### config.mk
export PLATFORM = sky130hd
export DESIGN_NAME = execute_mc_flat
export DESIGN_NICKNAME = d
export VERILOG_FILES = /design/src/rtl/execute_pkg.sv /design/src/rtl/execute_mc_if.sv /design/src/rtl/execute_div_iter.sv /design/src/rtl/execute_mc.sv /design/src/flat_wrapper.sv
export SDC_FILE = /design/constraint.sdc
export NUM_CORES = 2
export LEC_CHECK = 0
export CORE_UTILIZATION = 25
export CTS_CLUSTER_SIZE = 10
export DETAILED_ROUTE_END_ITERATION = 6
export SLEW_MARGIN = 30
export SYNTH_ARGS = -nofsm -noshare
export SYNTH_HDL_FRONTEND = slang
export SYNTH_SLANG_ARGS = --single-unit
### constraint.sdc
create_clock -name i_clk -period 14.9 [get_ports i_clk]
set_clock_uncertainty 0.2 [all_clocks]
set_input_delay 2.98 -clock i_clk [delete_from_list [all_inputs] [get_ports i_clk]]
set_output_delay 2.98 -clock i_clk [all_outputs]
set_load 0.01 [all_outputs]
### src/rtl/execute_pkg.sv
// execute_pkg: shared definitions for the multi-cycle execute stage.
//   - OPW and the op_t operation-select type
//   - operation encodings (OP_UNKNOWN is 0, so an undriven select is harmless)
//   - op-class helpers used by the stage and its divider
package execute_pkg;

    localparam int OPW = 6;
    typedef logic [OPW-1:0] op_t;

    localparam op_t OP_UNKNOWN = 6'd0;
    // register-register ALU
    localparam op_t OP_ADD     = 6'd1;
    localparam op_t OP_SUB     = 6'd2;
    localparam op_t OP_SLL     = 6'd3;
    localparam op_t OP_SLT     = 6'd4;
    localparam op_t OP_SLTU    = 6'd5;
    localparam op_t OP_XOR     = 6'd6;
    localparam op_t OP_SRL     = 6'd7;
    localparam op_t OP_SRA     = 6'd8;
    localparam op_t OP_OR      = 6'd9;
    localparam op_t OP_AND     = 6'd10;
    // register-immediate ALU
    localparam op_t OP_ADDI    = 6'd11;
    localparam op_t OP_SLTI    = 6'd12;
    localparam op_t OP_SLTIU   = 6'd13;
    localparam op_t OP_XORI    = 6'd14;
    localparam op_t OP_ORI     = 6'd15;
    localparam op_t OP_ANDI    = 6'd16;
    localparam op_t OP_SLLI    = 6'd17;
    localparam op_t OP_SRLI    = 6'd18;
    localparam op_t OP_SRAI    = 6'd19;
    // upper immediates and memory address generation
    localparam op_t OP_LUI     = 6'd20;
    localparam op_t OP_AUIPC   = 6'd21;
    localparam op_t OP_LOAD    = 6'd22;
    localparam op_t OP_STORE   = 6'd23;
    // branches
    localparam op_t OP_BEQ     = 6'd24;
    localparam op_t OP_BNE     = 6'd25;
    localparam op_t OP_BLT     = 6'd26;
    localparam op_t OP_BGE     = 6'd27;
    localparam op_t OP_BLTU    = 6'd28;
    localparam op_t OP_BGEU    = 6'd29;
    // jumps
    localparam op_t OP_JAL     = 6'd30;
    localparam op_t OP_JALR    = 6'd31;
    // M extension
    localparam op_t OP_MUL     = 6'd32;
    localparam op_t OP_MULH    = 6'd33;
    localparam op_t OP_MULHSU  = 6'd34;
    localparam op_t OP_MULHU   = 6'd35;
    localparam op_t OP_DIV     = 6'd36;
    localparam op_t OP_DIVU    = 6'd37;
    localparam op_t OP_REM     = 6'd38;
    localparam op_t OP_REMU    = 6'd39;

    function automatic logic is_branch(op_t op);
        return (op >= OP_BEQ) && (op <= OP_BGEU);
    endfunction

    function automatic logic is_jump(op_t op);
        return (op == OP_JAL) || (op == OP_JALR);
    endfunction

    function automatic logic is_div(op_t op);
        return (op >= OP_DIV) && (op <= OP_REMU);
    endfunction

    // Stores, branches and unknown encodings never write the register file.
    function automatic logic writes_rd(op_t op);
        return ((op >= OP_ADD) && (op <= OP_LOAD)) || is_jump(op)
            || ((op >= OP_MUL) && (op <= OP_REMU));
    endfunction

    function automatic logic div_signed(op_t op);
        return (op == OP_DIV) || (op == OP_REM);
    endfunction

    function automatic logic div_rem(op_t op);
        return (op == OP_REM) || (op == OP_REMU);
    endfunction

endpackage

### src/rtl/execute_mc_if.sv
// execute_mc_if: decode-side and memory-side handshakes of the execute stage.
//   master : the environment (drives operation, flush, downstream ready)
//   slave  : the execute stage (drives ready, result, flags, busy)
interface execute_mc_if #(
    parameter int N_param = 32
);
    import execute_pkg::*;

    // upstream operation
    logic               i_valid;
    logic               o_ready;
    op_t                i_op;
    logic [N_param-1:0] operand1_pi;
    logic [N_param-1:0] operand2_pi;
    logic [N_param-1:0] imm_i;
    logic [N_param-1:0] pc_i;
    logic [4:0]         rd_i;
    logic               i_flush;
    // downstream result
    logic               o_valid;
    logic               i_ready;
    logic [N_param-1:0] alu_result_1;
    logic [N_param-1:0] alu_result_2;
    logic [4:0]         rd_o;
    logic               branch_inst_wire;
    logic               jump_inst_wire;
    logic               write_reg_file_wire;
    logic               o_busy;

    modport master (
        output i_valid, i_op, operand1_pi, operand2_pi, imm_i, pc_i, rd_i,
               i_flush, i_ready,
        input  o_ready, o_valid, alu_result_1, alu_result_2, rd_o,
               branch_inst_wire, jump_inst_wire, write_reg_file_wire, o_busy
    );

    modport slave (
        input  i_valid, i_op, operand1_pi, operand2_pi, imm_i, pc_i, rd_i,
               i_flush, i_ready,
        output o_ready, o_valid, alu_result_1, alu_result_2, rd_o,
               branch_inst_wire, jump_inst_wire, write_reg_file_wire, o_busy
    );

endinterface

### src/rtl/execute_div_iter.sv
// execute_div_iter: iterative restoring divider, one quotient bit per cycle.
//   clk, srst  : clock, synchronous active-high reset
//   start      : latch operands and begin (ignored while iterating)
//   dividend,
//   divisor    : raw operands as presented by the stage
//   signed_op  : treat operands as two's complement
//   rem_sel    : return remainder instead of quotient
//   kill       : abandon the current division
//   done       : high in the cycle whose closing edge performs the last step
//   result     : final (sign-corrected) result, valid while done is high
// Magnitudes are divided unsigned and the sign is applied afterwards.
// Divide-by-zero yields an all-ones quotient and the dividend as remainder.
// Most-negative / -1 needs no special path: |dividend| / 1 gives the
// most-negative bit pattern back with a zero remainder.
module execute_div_iter #(
    parameter int N_param = 32
) (
    input  logic               clk,
    input  logic               srst,
    input  logic               start,
    input  logic [N_param-1:0] dividend,
    input  logic [N_param-1:0] divisor,
    input  logic               signed_op,
    input  logic               rem_sel,
    input  logic               kill,
    output logic               done,
    output logic [N_param-1:0] result
);
    localparam int CW = $clog2(N_param);

    logic               busy_q, busy_d;
    logic [CW-1:0]      count_q, count_d;
    logic [N_param-1:0] rem_q, rem_d;
    logic [N_param-1:0] quo_q, quo_d;     // holds the remaining dividend bits, then the quotient
    logic [N_param-1:0] dvs_q, dvs_d;
    logic               quo_neg_q, quo_neg_d;
    logic               rem_neg_q, rem_neg_d;
    logic               rem_sel_q, rem_sel_d;
    logic               div0_q, div0_d;

    logic [N_param-1:0] a_abs, b_abs;
    logic [N_param:0]   trial, diff;
    logic               fits;
    logic [N_param-1:0] rem_step, quo_step;
    logic [N_param-1:0] quo_fin, rem_fin;

    always_comb begin
        a_abs = (signed_op && dividend[N_param-1]) ? -dividend : dividend;
        b_abs = (signed_op && divisor[N_param-1])  ? -divisor  : divisor;

        // One restoring step: shift the next dividend bit into the partial
        // remainder and subtract the divisor if it fits (no borrow).
        trial    = {rem_q, quo_q[N_param-1]};
        diff     = trial - {1'b0, dvs_q};
        fits     = !diff[N_param];
        rem_step = fits ? diff[N_param-1:0] : trial[N_param-1:0];
        quo_step = {quo_q[N_param-2:0], fits};

        quo_fin = div0_q ? '1 : (quo_neg_q ? -quo_step : quo_step);
        rem_fin = rem_neg_q ? -rem_step : rem_step;
        result  = rem_sel_q ? rem_fin : quo_fin;
        done    = busy_q && (count_q == CW'(N_param - 1)) && !kill;

        busy_d    = busy_q;
        count_d   = count_q;
        rem_d     = rem_q;
        quo_d     = quo_q;
        dvs_d     = dvs_q;
        quo_neg_d = quo_neg_q;
        rem_neg_d = rem_neg_q;
        rem_sel_d = rem_sel_q;
        div0_d    = div0_q;

        if (kill) begin
            busy_d = 1'b0;
        end else if (busy_q) begin
            rem_d   = rem_step;
            quo_d   = quo_step;
            count_d = count_q + CW'(1);
            if (count_q == CW'(N_param - 1)) begin
                busy_d = 1'b0;
            end
        end else if (start) begin
            busy_d    = 1'b1;
            count_d   = '0;
            rem_d     = '0;
            quo_d     = a_abs;
            dvs_d     = b_abs;
            div0_d    = (divisor == '0);
            quo_neg_d = signed_op && (dividend[N_param-1] ^ divisor[N_param-1]);
            rem_neg_d = signed_op && dividend[N_param-1];
            rem_sel_d = rem_sel;
        end
    end

    always_ff @(posedge clk) begin
        if (srst) begin
            busy_q    <= 1'b0;
            count_q   <= '0;
            rem_q     <= '0;
            quo_q     <= '0;
            dvs_q     <= '0;
            quo_neg_q <= 1'b0;
            rem_neg_q <= 1'b0;
            rem_sel_q <= 1'b0;
            div0_q    <= 1'b0;
        end else begin
            busy_q    <= busy_d;
            count_q   <= count_d;
            rem_q     <= rem_d;
            quo_q     <= quo_d;
            dvs_q     <= dvs_d;
            quo_neg_q <= quo_neg_d;
            rem_neg_q <= rem_neg_d;
            rem_sel_q <= rem_sel_d;
            div0_q    <= div0_d;
        end
    end

endmodule

### src/rtl/execute_mc.sv
// execute_mc: registered multi-cycle execute stage (RV32I ALU/branch/jump + RV32M).
//   i_clk, i_rst : clock, synchronous active-high reset
//   bus (slave)  : operation in (i_valid/o_ready, op, operands, imm, pc, rd),
//                  i_flush, result out (o_valid/i_ready, alu_result_1/2, rd_o,
//                  branch/jump/write flags), o_busy while the divider iterates.
// Everything except divide completes in one cycle; divides take N_param cycles.
module execute_mc
    import execute_pkg::*;
#(
    parameter int N_param = 32
) (
    input  logic i_clk,
    input  logic i_rst,
    execute_mc_if.slave bus
);
    localparam int SHW = $clog2(N_param);

    localparam logic [0:0] ST_IDLE = 1'b0;
    localparam logic [0:0] ST_DIV  = 1'b1;

    logic [0:0]         state_q, state_d;
    logic               valid_q, valid_d;
    logic [N_param-1:0] res1_q, res1_d;
    logic [N_param-1:0] res2_q, res2_d;
    logic [4:0]         rd_q, rd_d;
    logic               br_q, br_d;     // branch taken (already qualified by is_branch)
    logic               jmp_q, jmp_d;
    logic               wr_q, wr_d;     // op class writes rd; rd!=0 is applied at the output

    logic               ready;
    logic               accept;
    logic               div_start;
    logic               div_done;
    logic [N_param-1:0] div_result;

    // ---------------- single-cycle datapath ----------------
    logic [N_param-1:0]   a, b, imm, pc;
    logic [SHW-1:0]       sh_r, sh_i;
    logic [N_param-1:0]   sum_ri, pc_imm, pc_4, jalr_t;
    logic [2*N_param-1:0] mul_a, mul_b, prod;
    logic [N_param-1:0]   res1_c, res2_c;
    logic                 cond_c;

    assign a      = bus.operand1_pi;
    assign b      = bus.operand2_pi;
    assign imm    = bus.imm_i;
    assign pc     = bus.pc_i;
    assign sh_r   = b[SHW-1:0];
    assign sh_i   = imm[SHW-1:0];
    assign sum_ri = a + imm;
    assign pc_imm = pc + imm;
    assign pc_4   = pc + N_param'(4);

    always_comb begin
        // Extend each multiplier operand to 2N bits according to its
        // signedness so one unsigned multiplier serves all four variants.
        mul_a = {{N_param{((bus.i_op == OP_MULH) || (bus.i_op == OP_MULHSU)) && a[N_param-1]}}, a};
        mul_b = {{N_param{(bus.i_op == OP_MULH) && b[N_param-1]}}, b};
        prod  = mul_a * mul_b;

        jalr_t    = sum_ri;
        jalr_t[0] = 1'b0;

        res1_c = '0;
        res2_c = '0;
        cond_c = 1'b0;
        case (bus.i_op)
            OP_ADD:    res1_c = a + b;
            OP_SUB:    res1_c = a - b;
            OP_SLL:    res1_c = a << sh_r;
            OP_SLT:    res1_c[0] = $signed(a) < $signed(b);
            OP_SLTU:   res1_c[0] = a < b;
            OP_XOR:    res1_c = a ^ b;
            OP_SRL:    res1_c = a >> sh_r;
            OP_SRA:    res1_c = $signed(a) >>> sh_r;
            OP_OR:     res1_c = a | b;
            OP_AND:    res1_c = a & b;
            OP_ADDI:   res1_c = sum_ri;
            OP_SLTI:   res1_c[0] = $signed(a) < $signed(imm);
            OP_SLTIU:  res1_c[0] = a < imm;
            OP_XORI:   res1_c = a ^ imm;
            OP_ORI:    res1_c = a | imm;
            OP_ANDI:   res1_c = a & imm;
            OP_SLLI:   res1_c = a << sh_i;
            OP_SRLI:   res1_c = a >> sh_i;
            OP_SRAI:   res1_c = $signed(a) >>> sh_i;
            OP_LUI:    res1_c = imm;
            OP_AUIPC:  res1_c = pc_imm;
            OP_LOAD,
            OP_STORE:  res1_c = sum_ri;
            OP_BEQ:    cond_c = (a == b);
            OP_BNE:    cond_c = (a != b);
            OP_BLT:    cond_c = $signed(a) < $signed(b);
            OP_BGE:    cond_c = $signed(a) >= $signed(b);
            OP_BLTU:   cond_c = a < b;
            OP_BGEU:   cond_c = a >= b;
            OP_JAL: begin
                res1_c = pc_4;
                res2_c = pc_imm;
            end
            OP_JALR: begin
                res1_c = pc_4;
                res2_c = jalr_t;
            end
            OP_MUL:    res1_c = prod[N_param-1:0];
            OP_MULH,
            OP_MULHSU,
            OP_MULHU:  res1_c = prod[2*N_param-1:N_param];
            default: ;
        endcase
        if (is_branch(bus.i_op)) begin
            res1_c[0] = cond_c;
            res2_c    = pc_imm;
        end
    end

    // ---------------- divider ----------------
    assign div_start = accept && is_div(bus.i_op) && !bus.i_flush;

    execute_div_iter #(
        .N_param (N_param)
    ) u_div (
        .clk       (i_clk),
        .srst      (i_rst),
        .start     (div_start),
        .dividend  (a),
        .divisor   (b),
        .signed_op (div_signed(bus.i_op)),
        .rem_sel   (div_rem(bus.i_op)),
        .kill      (bus.i_flush),
        .done      (div_done),
        .result    (div_result)
    );

    // ---------------- control ----------------
    assign ready  = (state_q == ST_IDLE) && (!valid_q || bus.i_ready);
    assign accept = bus.i_valid && ready;

    always_comb begin
        state_d = state_q;
        valid_d = valid_q;
        res1_d  = res1_q;
        res2_d  = res2_q;
        rd_d    = rd_q;
        br_d    = br_q;
        jmp_d   = jmp_q;
        wr_d    = wr_q;

        if (valid_q && bus.i_ready) begin
            valid_d = 1'b0;
        end

        if (bus.i_flush) begin
            // Flush wins over accept, completion and handoff.
            state_d = ST_IDLE;
            valid_d = 1'b0;
        end else if (state_q == ST_DIV) begin
            if (div_done) begin
                state_d = ST_IDLE;
                valid_d = 1'b1;
                res1_d  = div_result;
            end
        end else if (accept) begin
            rd_d  = bus.rd_i;
            wr_d  = writes_rd(bus.i_op);
            jmp_d = is_jump(bus.i_op);
            if (is_div(bus.i_op)) begin
                state_d = ST_DIV;
                valid_d = 1'b0;
                res1_d  = '0;
                res2_d  = '0;
                br_d    = 1'b0;
            end else begin
                valid_d = 1'b1;
                res1_d  = res1_c;
                res2_d  = res2_c;
                br_d    = is_branch(bus.i_op) && cond_c;
            end
        end
    end

    always_ff @(posedge i_clk) begin
        if (i_rst) begin
            state_q <= ST_IDLE;
            valid_q <= 1'b0;
            res1_q  <= '0;
            res2_q  <= '0;
            rd_q    <= '0;
            br_q    <= 1'b0;
            jmp_q   <= 1'b0;
            wr_q    <= 1'b0;
        end else begin
            state_q <= state_d;
            valid_q <= valid_d;
            res1_q  <= res1_d;
            res2_q  <= res2_d;
            rd_q    <= rd_d;
            br_q    <= br_d;
            jmp_q   <= jmp_d;
            wr_q    <= wr_d;
        end
    end

    assign bus.o_ready             = ready;
    assign bus.o_valid             = valid_q;
    assign bus.alu_result_1        = res1_q;
    assign bus.alu_result_2        = res2_q;
    assign bus.rd_o                = rd_q;
    assign bus.branch_inst_wire    = valid_q && br_q;
    assign bus.jump_inst_wire      = valid_q && jmp_q;
    assign bus.write_reg_file_wire = valid_q && wr_q && (rd_q != 5'd0);
    assign bus.o_busy              = (state_q == ST_DIV);

endmodule

### src/flat_wrapper.sv
// flat-port wrapper written by rule: the top's interface ports become plain ports
module execute_mc_flat import execute_pkg::*;
#(
    parameter int N_param = 32
)
  (i_clk, i_rst, bus_i_valid, bus_i_op, bus_operand1_pi, bus_operand2_pi, bus_imm_i, bus_pc_i, bus_rd_i, bus_i_flush, bus_i_ready, bus_o_ready, bus_o_valid, bus_alu_result_1, bus_alu_result_2, bus_rd_o, bus_branch_inst_wire, bus_jump_inst_wire, bus_write_reg_file_wire, bus_o_busy);
  execute_mc_if #(.N_param(N_param)) bus_i ();
  input  logic i_clk;
  input  logic i_rst;
  input wire logic [$bits(bus_i.i_valid)-1:0] bus_i_valid;
  input wire logic [$bits(bus_i.i_op)-1:0] bus_i_op;
  input wire logic [$bits(bus_i.operand1_pi)-1:0] bus_operand1_pi;
  input wire logic [$bits(bus_i.operand2_pi)-1:0] bus_operand2_pi;
  input wire logic [$bits(bus_i.imm_i)-1:0] bus_imm_i;
  input wire logic [$bits(bus_i.pc_i)-1:0] bus_pc_i;
  input wire logic [$bits(bus_i.rd_i)-1:0] bus_rd_i;
  input wire logic [$bits(bus_i.i_flush)-1:0] bus_i_flush;
  input wire logic [$bits(bus_i.i_ready)-1:0] bus_i_ready;
  output wire logic [$bits(bus_i.o_ready)-1:0] bus_o_ready;
  output wire logic [$bits(bus_i.o_valid)-1:0] bus_o_valid;
  output wire logic [$bits(bus_i.alu_result_1)-1:0] bus_alu_result_1;
  output wire logic [$bits(bus_i.alu_result_2)-1:0] bus_alu_result_2;
  output wire logic [$bits(bus_i.rd_o)-1:0] bus_rd_o;
  output wire logic [$bits(bus_i.branch_inst_wire)-1:0] bus_branch_inst_wire;
  output wire logic [$bits(bus_i.jump_inst_wire)-1:0] bus_jump_inst_wire;
  output wire logic [$bits(bus_i.write_reg_file_wire)-1:0] bus_write_reg_file_wire;
  output wire logic [$bits(bus_i.o_busy)-1:0] bus_o_busy;
  assign bus_i.i_valid = bus_i_valid;
  assign bus_i.i_op = bus_i_op;
  assign bus_i.operand1_pi = bus_operand1_pi;
  assign bus_i.operand2_pi = bus_operand2_pi;
  assign bus_i.imm_i = bus_imm_i;
  assign bus_i.pc_i = bus_pc_i;
  assign bus_i.rd_i = bus_rd_i;
  assign bus_i.i_flush = bus_i_flush;
  assign bus_i.i_ready = bus_i_ready;
  assign bus_o_ready = bus_i.o_ready;
  assign bus_o_valid = bus_i.o_valid;
  assign bus_alu_result_1 = bus_i.alu_result_1;
  assign bus_alu_result_2 = bus_i.alu_result_2;
  assign bus_rd_o = bus_i.rd_o;
  assign bus_branch_inst_wire = bus_i.branch_inst_wire;
  assign bus_jump_inst_wire = bus_i.jump_inst_wire;
  assign bus_write_reg_file_wire = bus_i.write_reg_file_wire;
  assign bus_o_busy = bus_i.o_busy;
  execute_mc #(.N_param(N_param)) u_core (.i_clk(i_clk), .i_rst(i_rst), .bus(bus_i));
endmodule
==> flow_metrics.tcl <==
set metrics [dict create \
    status "finished, final reports clean" \
    mostFrequentLayoutCell "inv_1" \
    start_util 0.252 \
    syn_nets 10700 \
    wirelength_um 383000 \
    ys.warnings.count 0 \
    cp_common_cell "fa_1" \
    cts_setup_buffers 0 \
    clk_pin_slew_ns 0.08 \
    drv_cap 0 \
    worstSetupPathType "input pin to register" \
    grt_pass1_vias 66700 \
    ioPinCount 219 \
    rows 192 \
    gp_congestion 1.07 \
    syn_avg_cell_area_um2 7.76 \
    synth_cell_type_count 100 \
    die_h_um 528 \
    num_vias 68500 \
    overflow 0 \
    insertion_delay_ns 0.50 \
    synth_ff_type "dfxtp_1" \
    fin_setup_tns_ns 0 \
    rsz0062_at_grt "false" \
    final.period_utilization 0.920 \
    cts_root_buf "clkbuf_16" \
    die_w_um 528 \
    dr.pass1.iters 7 \
    relSlewSlack 0.179 \
    cts_buffers 17 \
    antenna_found_initial 40 \
    synth_area_um2 69100 \
    dp_hpwl_um 310000 \
    ant_nets 0 \
    viasPerCell 5.48 \
    hold_class "register to register" \
    drc 0 \
    final_nets 10500 \
    grt_max_degree 87 \
    post_drt_wl_per_cell_um 30.6 \
    fmax_mhz 72.9 \
    cts_resized 0 \
    drive_above_1_share 0.0585 \
    critical-path-max-stage-delay_ns 0.81 \
    cts_sinks 180 \
    ys_ff_latch 180 \
    dieArea_um2 279000 \
    yosysSeqAreaShare 0.0521 \
    post-route-cell-area_um2 76100 \
    hold_viol 0 \
    grt_usage 0.269 \
    cp_slowest_cell "fa_1" \
    grt_pass1_wl_um 530000 \
    ys_async_sr_fraction 0 \
    crit_path_max_fanout 26 \
    cp.required_ns 15.07 \
    slew_violations 0 \
    crit_path_start_kind "input pin" \
    synthCells 8912 \
    port_buffers 218 \
    place_area_um2 75400 \
    tightestPinTransition_ns 1.22 \
    ctsHoldBuffers 0 \
    area_delta_synth_final_pct 10.0 \
    arrival_ns 13.88 \
    design.core.area_um2 274000 \
    drtIter0Drc 8380 \
    synth-edff-count 0 \
    endpoint_kind "register" \
    cts.path.max_buffers 2 \
    layout_common_cells "inv_1 (1387), nand2_1 (1237), fa_1 (1130)" \
    min_period_ns 13.71 \
    htree_levels 4 \
    cts_tree "built" \
    setup_viol 0 \
]
cells in the mapped netlist (77+ instances only):
cell type	n	area, µm²
nand3_1	123	616
a21o_1	95	713
a22oi_1	77	578
mux2i_1	145	1450
a211oi_1	99	743
dfxtp_1	180	3600
nor3_1	109	546
a21oi_1	455	2280
xnor2_1	207	1810
ha_1	476	5960
clkbuf_1	469	1760
nor2_1	878	3300
o21ai_0	333	1670
a221oi_1	85	744
nand2_1	1237	4640
inv_1	1392	5230
xor2_1	84	736
fa_1	1130	22600
buf_1	121	454
stage by stage:
| step | hold WS, ns | worst slack [ns] | std cells | util |
|---|---|---|---|---|
| floorplan | 0.232 | 2.59 | 8912 | - |
| global placement | 0.241 | 0.901 | 12400 | 0.275 |
| detailed placement | 0.245 | 0.872 | 12400 | 0.275 |
| CTS | 0.255 | 1.36 | 12500 | 0.277 |
| global route | 0.264 | 0.779 | 12500 | 0.277 |
| finish | 0.255 | 1.19 | 12500 | 0.277 |
path summary, 6_finish.rpt:
check                                    from                          end  slack [ns]  cells after the start
setup / recovery                  bus_i_op[0]  u_core.bus.alu_result_1[27]        1.19                     29
hold / removal    u_core.bus.alu_result_2[18]  u_core.bus.alu_result_2[18]        0.25                      2
setup reg to reg        u_core.u_div.dvs_q[0]  u_core.bus.alu_result_1[16]        7.52                     23
hold reg to reg   u_core.bus.alu_result_2[18]  u_core.bus.alu_result_2[18]        0.25                      2
layout make-up:
type                            instances  area [µm²]
Fill cell                           30100      198000
Multi-Input combinational cell       6697       58000
Inverter                             1416        5320
Tap cell                             3686        4610
Timing Repair Buffer                  468        3860
Sequential cell                       180        3600
Clock buffer                           17         425
Clock inverter                         15         175
Antenna cell                           17        42.5
metal layers:
| metal | GRT usage | part of all wire |
|---|---|---|
| met5 | 0 | 0.00045 |
| met4 | 0.150 | 0.068 |
| met3 | 0.0769 | 0.11 |
| met2 | 0.393 | 0.41 |
| met1 | 0.353 | 0.41 |
flip-flops by register name (all words and copies together) (netlist names), 5 cells and up:
name / cells
u_core.u_div.rem_q: 32
u_core.bus.alu_result_1: 32
u_core.u_div.dvs_q: 32
u_core.u_div.count_q: 5
u_core.u_div.quo_q: 32
u_core.bus.alu_result_2: 32
u_core.bus.rd_o: 5
critical path, delay by kind of cell:
family | cells | cell delay, ns
compound gates | 4 | 1.20
mux | 1 | 0.40
fa+ha+maj | 9 | 4.99
simple gates | 7 | 1.93
buf+inv | 8 | 2.33
logic make-up (layout without fill, tap and decap cells):
kind of cell    count (synthesis)  count (layout)  share of synthesized area
compound gates               1752            1752                      0.168
xor+xnor                      292             292                     0.0371
fa+ha+maj                    1606            1606                      0.413
buf+inv                      2035            1916                      0.111
flops                         180             180                     0.0521
mux                           223             223                     0.0401
other cells                     0              17                          0
simple gates                 2824            2824                      0.179
Power is left out: the tool's default activity adds up to more than one toggle a clock period on the data nets, which glitch-free logic cannot reach.
